===== config.mk =====
export PLATFORM = sky130hd
export DESIGN_NAME = program_loader
export DESIGN_NICKNAME = d
export VERILOG_FILES = /design/src/rtl/program_loader_pkg.sv /design/src/rtl/program_loader.sv
export SDC_FILE = /design/constraint.sdc
export NUM_CORES = 1
export LEC_CHECK = 0
export ABC_AREA = 1
export CORE_MARGIN = 3
export CORE_UTILIZATION = 50
export DETAILED_ROUTE_END_ITERATION = 6
export PLACE_DENSITY = 0.83
export SYNTH_ARGS = -nofsm -noshare
export SYNTH_HDL_FRONTEND = slang
export SYNTH_SLANG_ARGS = --single-unit

===== constraint.sdc =====
create_clock -name clk -period 2.5 [get_ports clk]
set_clock_uncertainty 0.05 [all_clocks]
set_input_delay 0.25 -clock clk [delete_from_list [all_inputs] [get_ports clk]]
set_output_delay 0.25 -clock clk [all_outputs]
set_load 0.05 [all_outputs]

===== src/rtl/program_loader_pkg.sv =====
// Shared definitions for the byte-serial program loader.
// State encoding, default geometry and instruction word split.
package program_loader_pkg;

    localparam int INS_WIDTH_DEF  = 13;
    localparam int ADDR_WIDTH_DEF = 6;
    localparam int PROG_LEN_DEF   = 64;
    localparam int HI_USED_BITS   = INS_WIDTH_DEF - 8;

    typedef enum logic [2:0] {
        IDLE,
        LEN,
        LO,
        HI,
        WRITE,
        CHK,
        DONE,
        ERR
    } state_t;

    function automatic logic takes_byte(input state_t s);
        return s inside {LEN, LO, HI, CHK};
    endfunction

    function automatic logic is_busy(input state_t s);
        return s inside {LEN, LO, HI, WRITE, CHK};
    endfunction

endpackage


===== src/rtl/program_loader.sv =====
// Framed byte-stream loader that fills program memory and holds the
// core in reset until a checksum-verified load completes.
module program_loader
    import program_loader_pkg::*;
#(
    parameter int INS_WIDTH  = INS_WIDTH_DEF,
    parameter int ADDR_WIDTH = ADDR_WIDTH_DEF,
    parameter int PROG_LEN   = PROG_LEN_DEF
) (
    input  logic                  clk,
    input  logic                  Reset,
    input  logic                  start,
    input  logic [7:0]            inData,
    input  logic                  inValid,
    output logic                  inReady,
    output logic                  pmWE,
    output logic [ADDR_WIDTH-1:0] pmAddr,
    output logic [INS_WIDTH-1:0]  pmData,
    output logic                  coreReset,
    output logic                  busy,
    output logic                  done,
    output logic                  error
);

    localparam int HI_W = INS_WIDTH - 8;

    state_t                state;
    state_t                state_n;
    logic [ADDR_WIDTH-1:0] index;
    logic [ADDR_WIDTH-1:0] last;
    logic [7:0]            sum;
    logic [7:0]            lo;
    logic                  we_q;
    logic                  fire;
    logic                  len_bad;
    logic                  hi_bad;

    assign fire    = inValid && inReady;
    assign len_bad = (inData == 8'd0) || (int'(inData) > PROG_LEN);
    assign hi_bad  = |inData[7:HI_W];

    // Reset must suppress the write strobe within the very cycle it is seen.
    assign pmWE = we_q && !Reset;

    always_comb begin
        state_n = state;
        unique case (state)
            IDLE: if (start) state_n = LEN;
            LEN: if (fire) state_n = len_bad ? ERR : LO;
            LO: if (fire) state_n = HI;
            HI: if (fire) state_n = hi_bad ? ERR : WRITE;
            WRITE: state_n = (index == last) ? CHK : LO;
            CHK: if (fire) state_n = (inData == sum) ? DONE : ERR;
            DONE: if (start) state_n = LEN;
            ERR: if (start) state_n = LEN;
        endcase
        if (Reset) state_n = IDLE;
    end

    always_ff @(posedge clk) begin
        if (Reset) begin
            state     <= IDLE;
            inReady   <= 1'b0;
            we_q      <= 1'b0;
            pmAddr    <= '0;
            pmData    <= '0;
            coreReset <= 1'b1;
            busy      <= 1'b0;
            done      <= 1'b0;
            error     <= 1'b0;
            index     <= '0;
            last      <= '0;
            sum       <= '0;
            lo        <= '0;
        end else begin
            state     <= state_n;
            inReady   <= takes_byte(state_n);
            we_q      <= (state_n == WRITE);
            busy      <= is_busy(state_n);
            done      <= (state_n == DONE);
            error     <= (state_n == ERR);
            coreReset <= (state_n != DONE);
            unique case (state)
                LEN: begin
                    if (fire && !len_bad) begin
                        last  <= ADDR_WIDTH'(inData - 8'd1);
                        index <= '0;
                        sum   <= '0;
                    end
                end
                LO: begin
                    if (fire) begin
                        lo  <= inData;
                        sum <= sum + inData;
                    end
                end
                HI: begin
                    if (fire && !hi_bad) begin
                        sum    <= sum + inData;
                        pmAddr <= index;
                        pmData <= {inData[HI_W-1:0], lo};
                    end
                end
                WRITE: begin
                    if (index != last) index <= index + 1'b1;
                end
                default: begin
                end
            endcase
        end
    end

endmodule


==> results of run 1 <==
==> cells in the mapped netlist, types with 2 or more instances <==
master,count
nand2_1,92
inv_1,63
dfxtp_1,56
a21oi_1,45
nor2_1,43
o21ai_0,33
nand3_1,21
ha_1,10
clkbuf_1,7
nand4_1,6
xor2_1,5
inv_2,4
nor2_2,4
xnor2_1,4
a211oi_1,3
buf_2,3
nor2_4,3
nor3_1,3
nand2_2,2
==> layer usage <==
layer | share of wire | wire length (um) | GRT usage
met4 | 0.020 | 121 | 0.07475
met2 | 0.46 | 2826 | 0.3425
met1 | 0.47 | 2842 | 0.2599
met5 | 0 | 0 | 0
met3 | 0.050 | 305 | 0.02632
==> worst reg2reg max path, cell delays in order (launching register included) <==
cell and delay [ns]:
dfxtp_1 0.36, nand2_1 0.16, nor2_2 0.24, nand3_1 0.30, buf_4 0.32, o21ai_0 0.22, a21oi_1 0.06
==> cell families (layout without fill, tap and decap cells) <==
kind of cell	count (synthesis)	after routing	share of synthesized area
buf+inv	79	116	0.1056
xor+xnor	9	9	0.02738
compound gates	86	86	0.1578
simple gates	178	178	0.2694
flops	56	56	0.3894
fa+ha+maj	11	11	0.05041
==> flip-flops by register name, summed over array words and instances, names as in the netlist, 3 cells and up <==
register,cells
pmData,13
lo,8
sum,8
index,6
last,6
pmAddr,6
state,3
==> cell type report <==
type / count / area, sq um
clock buffer: 6 / 72.57
tap: 72 / 90.09
fill: 525 / 2143
timing repair buffer: 40 / 387.9
sequential: 56 / 1121
inverter: 68 / 255.2
clock inverter: 2 / 16.27
multi-input combinational: 284 / 1454
==> metrics by stage <==
step | area, sq um | total power, mW | hold slack (ns) | util
after floorplan | 2879 | 1.458 | 0.3483 | -
after global placement | 3308 | 1.608 | 0.3802 | 0.5971
after detailed placement | 3308 | 1.617 | 0.3852 | 0.5971
after CTS | 3397 | 2.112 | 0.4005 | 0.6131
after global routing | 3397 | 2.222 | 0.4206 | 0.6131
final | 3397 | 2.095 | 0.3963 | 0.6131
==> where the power goes <==
part	switching (mW)	leakage, nW	internal, mW
clock network	0.293	0.0414	0.200
registers	0.0416	0.452	0.943
logic	0.419	0.959	0.199
total	0.754	1.45	1.34
==> how the worst max path moves through the flow <==
stage / from / endpoint / slack (ns) / depth (start not counted)
floorplan: inReady$_SDFF_PP0_ / busy$_SDFF_PP0_ / 0.63 / 11
global placement: inData[4] / busy$_SDFF_PP0_ / 0.28 / 12
detailed placement: inData[4] / busy$_SDFF_PP0_ / 0.22 / 12
CTS: inData[0] / sum[4]$_SDFFE_PP0P_ / 0.55 / 10
global route: inData[2] / busy$_SDFF_PP0_ / 0.36 / 12
finish: inData[4] / busy$_SDFF_PP0_ / 0.52 / 12
==> impl_metrics.env, run 1 <==
export IMPL_max_freq_ghz=0.5060
export IMPL_synthArstFlopShare=0
export IMPL_cts_htree_levels=2
export IMPL_synth_distinct_cells=31
export IMPL_clock_sinks=56
export IMPL_rsz0062_at_grt="false"
export IMPL_cts_resized=0
export IMPL_ys_flop_type="dfxtp_1"
export IMPL_grt_use_total=0.2017
export IMPL_syn_area_per_cell_sq_um=6.871
export IMPL_antennaDiodeCount=0
export IMPL_status="completed"
export IMPL_cts_root_buf="clkbuf_8"
export IMPL_insertion_delay_ns=0.31
export IMPL_layout_setup_ws_ns=0.5236
export IMPL_grt_pass1_vias=2480
export IMPL_end_kind="flip-flop"
export IMPL_rows=27
export IMPL_cts_buffers=5
export IMPL_place_inst=520
export IMPL_pin_count=37
export IMPL_hold_viol_final=0
export IMPL_peakVddDrop_mv=0.4239
export IMPL_cp_slowest_cell="clkdlybuf4s50_1"
export IMPL_synth_top_area_cell="dfxtp_1"
export IMPL_num_vias=2681
export IMPL_clkTransAtPathRegs_ns=0.10
export IMPL_critPathKind="in -> reg"
export IMPL_drive_above_1_share=0.06360
export IMPL_yosys_warnings=0
export IMPL_syn_num_nets=442
export IMPL_ys_seq_area_frac=0.3894
export IMPL_holdCritStartpoint="pmAddr[5]$_SDFFE_PP0P_"
export IMPL_cts_tree="built"
export IMPL_tightest_slew_ns=0.6942
export IMPL_synth_area_leaders="dfxtp_1, nand2_1, inv_1, a21oi_1, o21ai_0"
export IMPL_hold_path_class="reg -> reg"
export IMPL_hpwl_um=4611
export IMPL_cts_setup_buffers=0
export IMPL_rrSetupSlack_ns=0.68
export IMPL_antenna_found_initial=0
export IMPL_p_leak_nw=1.453
export IMPL_dp_slack_ns=0.2199
export IMPL_cpMostUsedCell="nand2_1"
export IMPL_synth_top_cell_area_share=0.3894
export IMPL_clock_path_buffers=2
export IMPL_drt_drc_violations_left=0
export IMPL_synthCells=419
export IMPL_gp_congestion=0.9024
export IMPL_final_cell_mix="nand2_1, inv_1, dfxtp_1, a21oi_1, nor2_1"
export IMPL_antenna_left=0
export IMPL_path_buf_inv=1
export IMPL_vias_per_cell=5.078
export IMPL_rr_endpoint="pmData[7]$_SDFFE_PP0P_"
export IMPL_r2r_cells=6
export IMPL_ctsHoldBuffers=0
export IMPL_min_path_cells=2
export IMPL_ys_ff_latch=56
export IMPL_first_pass_iters=4
export IMPL_period_share=0.7906
export IMPL_dieArea_sq_mm=0.006704
export IMPL_p_per_area_mw_per_mm2=616.9
export IMPL_crit_family="simple AND/OR/NAND/NOR gates"
export IMPL_drv_slew=0
export IMPL_arrival_ns=2.13
export IMPL_die_h_um=81.88
export IMPL_drt_total_wl_um=6095
export IMPL_critPathMaxFanout=6
export IMPL_syn2layout_area_growth_pct=17.99
export IMPL_startpoint_type="input port"
export IMPL_setup_tns_ns=0
export IMPL_port_buffers=36
export IMPL_final_common_cell="nand2_1"
export IMPL_path_cells="clkdlybuf4s50_1, ha_1, nor2_1, nand2_1, nor2_1, nand2_1, nand2_1, nand2_1, nor2_4, nor2_2, nand2_1, nand3_1"
export IMPL_layout_nets=478
export IMPL_period_minus_slack_ns=1.976
export IMPL_grt_pass1_wl_um=10710
export IMPL_slew_limit_headroom=0.5367
export IMPL_die_width_um=81.88
export IMPL_start_util=0.5196
export IMPL_grt_remaining_overflow=0
export IMPL_grt_max_degree=31
export IMPL_reg2reg_from="inReady$_SDFF_PP0_"
export IMPL_syn_area_sq_mm=0.002879
export IMPL_core_area_sq_mm=0.005540
export IMPL_synth_edff_count=0
export IMPL_worstPathRequired_ns=2.65
export IMPL_wl_per_cell_um=11.54
export IMPL_finalSetupViolCount=0
export IMPL_final_cells=528
export IMPL_drt_initial_drc_count=166
export IMPL_slowest_delay_ns=0.57
export IMPL_cap_violations=0
export IMPL_min_to="pmAddr[5]$_SDFFE_PP0P_"
No activity file was read; power rests on OpenSTA's default activity.
==> run 2, diff against run 1 <==
Settings changed: PLACE_DENSITY 0.83 to 0.86.
Clock period 2.5 ns to 1.7 ns, I/O delays scaled along.
==> run 2 against run 1 <==
Net effect:
- sequential power is 48% higher
- setup slack worse by 0.48 ns
- routed wire length is 12% higher
- flip-flop and latch count stayed put
- clock-buffer cell count is 1 lower
- power is 57% higher
- sequential share of layout area is 3.7 points lower
- cell area is 14% higher
- critical path type is now reg -> reg
- largest cell class unchanged
==> impl_metrics.env, run 2 (synthesized netlist as in run 1, its figures left out) <==
export IMPL_status="completed"
export IMPL_cts_root_buf="clkbuf_8"
export IMPL_max_freq_ghz=0.6019
export IMPL_tightest_slew_ns=0.5033
export IMPL_period_minus_slack_ns=1.661
export IMPL_grt_max_degree=39
export IMPL_pin_count=37
export IMPL_wl_per_cell_um=12.15
export IMPL_startpoint_type="flip-flop"
export IMPL_place_inst=555
export IMPL_cts_htree_levels=2
export IMPL_hpwl_um=5082
export IMPL_fin_util=0.7012
export IMPL_port_buffers=36
export IMPL_slew_limit_headroom=0.6639
export IMPL_layout_nets=513
export IMPL_syn2layout_area_growth_pct=34.94
export IMPL_first_pass_iters=5
export IMPL_setup_tns_ns=0
export IMPL_arrival_ns=1.85
export IMPL_cts_tree="built"
export IMPL_min_path_cells=4
export IMPL_period_share=0.9773
export IMPL_cts_buffers=5
export IMPL_reg_top3="pmData: 13 flops, lo: 8 flops, sum: 8 flops"
export IMPL_nFillCells=468
export IMPL_layout_setup_ws_ns=0.03866
export IMPL_multiInputGateArea_sq_mm=0.001582
export IMPL_drive_above_1_share=0.2159
export IMPL_clock_sinks=56
export IMPL_die_width_um=81.88
export IMPL_final_cell_mix="nand2_1, inv_1, dfxtp_1, buf_4, a21oi_1"
export IMPL_final_common_cell="nand2_1"
export IMPL_end_kind="flip-flop"
export IMPL_grt_remaining_overflow=0
export IMPL_num_vias=2814
export IMPL_antennaDiodeCount=0
export IMPL_antenna_left=0
export IMPL_start_util=0.5196
export IMPL_dp_slack_ns=-0.4064
export IMPL_largest_register_ffs=13
export IMPL_cap_violations=0
export IMPL_finalSetupViolCount=0
export IMPL_final_cells=563
export IMPL_critPathMaxFanout=2
export IMPL_p_per_area_mw_per_mm2=849.1
export IMPL_drt_initial_drc_count=120
export IMPL_top_register="pmData"
export IMPL_fin_area_sq_mm=0.003885
export IMPL_worstPathRequired_ns=1.89
export IMPL_p_leak_nw=1.980
export IMPL_peakVddDrop_mv=0.6612
export IMPL_die_h_um=81.88
export IMPL_gp_congestion=0.8971
export IMPL_drv_slew=0
export IMPL_clkTransAtPathRegs_ns=0.10
export IMPL_grt_pass1_wl_um=11470
export IMPL_dieArea_sq_mm=0.006704
export IMPL_hold_viol_final=0
export IMPL_grt_use_total=0.2151
export IMPL_rsz0062_at_grt="true"
export IMPL_place_area_sq_mm=0.003602
export IMPL_hold_path_class="in -> reg"
export IMPL_critPathKind="reg -> reg"
export IMPL_insertion_delay_ns=0.31
export IMPL_antenna_found_initial=0
export IMPL_rows=27
export IMPL_r2r_cells=9
export IMPL_drt_drc_violations_left=0
export IMPL_regArea_sq_mm=0.001137
export IMPL_core_area_sq_mm=0.005540
export IMPL_drt_total_wl_um=6843
export IMPL_grt_pass1_vias=2696
export IMPL_clock_path_buffers=2
export IMPL_vias_per_cell=4.998
[run 2: path summary, 6_finish.rpt]
kind	start	endpoint	slack [ns]
max	sum[0]$_SDFFE_PP0P_	sum[4]$_SDFFE_PP0P_	0.04
min	inData[1]	lo[1]$_SDFFE_PP0P_	0.32
max reg2reg	sum[0]$_SDFFE_PP0P_	sum[4]$_SDFFE_PP0P_	0.04
min reg2reg	pmData[2]$_SDFFE_PP0P_	pmData[2]$_SDFFE_PP0P_	0.40
[run 2: cell type report]
class                           count  share of cell area
Multi-Input combinational cell    284              0.4071
Sequential cell                    56              0.2928
Timing Repair Buffer               75              0.1878
Inverter                           68             0.06570
Tap cell                           72             0.02319
Clock buffer                        5             0.01771
Clock inverter                      3            0.005797
[run 2: what timing repair did]
| item | 4_1_cts | 5_1_grt |
|---|---|---|
| pin swaps | 0 | 14 |
| endpoints found under the setup margin | 9 | 58 |
| hold buffers | 0 | 0 |
| resized for setup | 4 | 53 |
| setup buffers | 0 | 0 |
| gates cloned | 0 | 0 |
[run 2: worst max-delay path, stage by stage, from the launching register on]
cell and delay, ns:
dfxtp_2 0.38, ha_4 0.14, inv_1 0.05, fa_2 0.35
inv_2 0.06, a31oi_1 0.09, xor2_1 0.15, nor2_1 0.14
nand2_1 0.08, a21oi_1 0.12
[run 2: per-layer routing]
| metal | GRT usage | share of wire | vias to the layer above | routed length, um |
|---|---|---|---|---|
| met5 | 0 | 0 | - | 0 |
| met1 | 0.2641 | 0.44 | 1274 | 3045 |
| met3 | 0.03180 | 0.041 | 7 | 283 |
| li1 | - | - | 1469 | - |
| met2 | 0.3813 | 0.50 | 64 | 3434 |
| met4 | 0.07309 | 0.012 | 0 | 80 |
[run 2: power by group]
part	internal [mW]	switching [mW]	total (mW)
Combinational	0.417	0.681	1.10
Clock	0.297	0.446	0.743
Sequential	1.39	0.0633	1.46
Total	2.11	1.19	3.30
[run 2: per-stage QoR]
step                      hold slack (ns)  total power, mW
after global routing               0.3552            3.500
after global placement             0.3793            2.502
after floorplan                    0.2683            2.146
after detailed placement           0.3857            2.525
final                              0.3239            3.299
after CTS                          0.3403            3.266
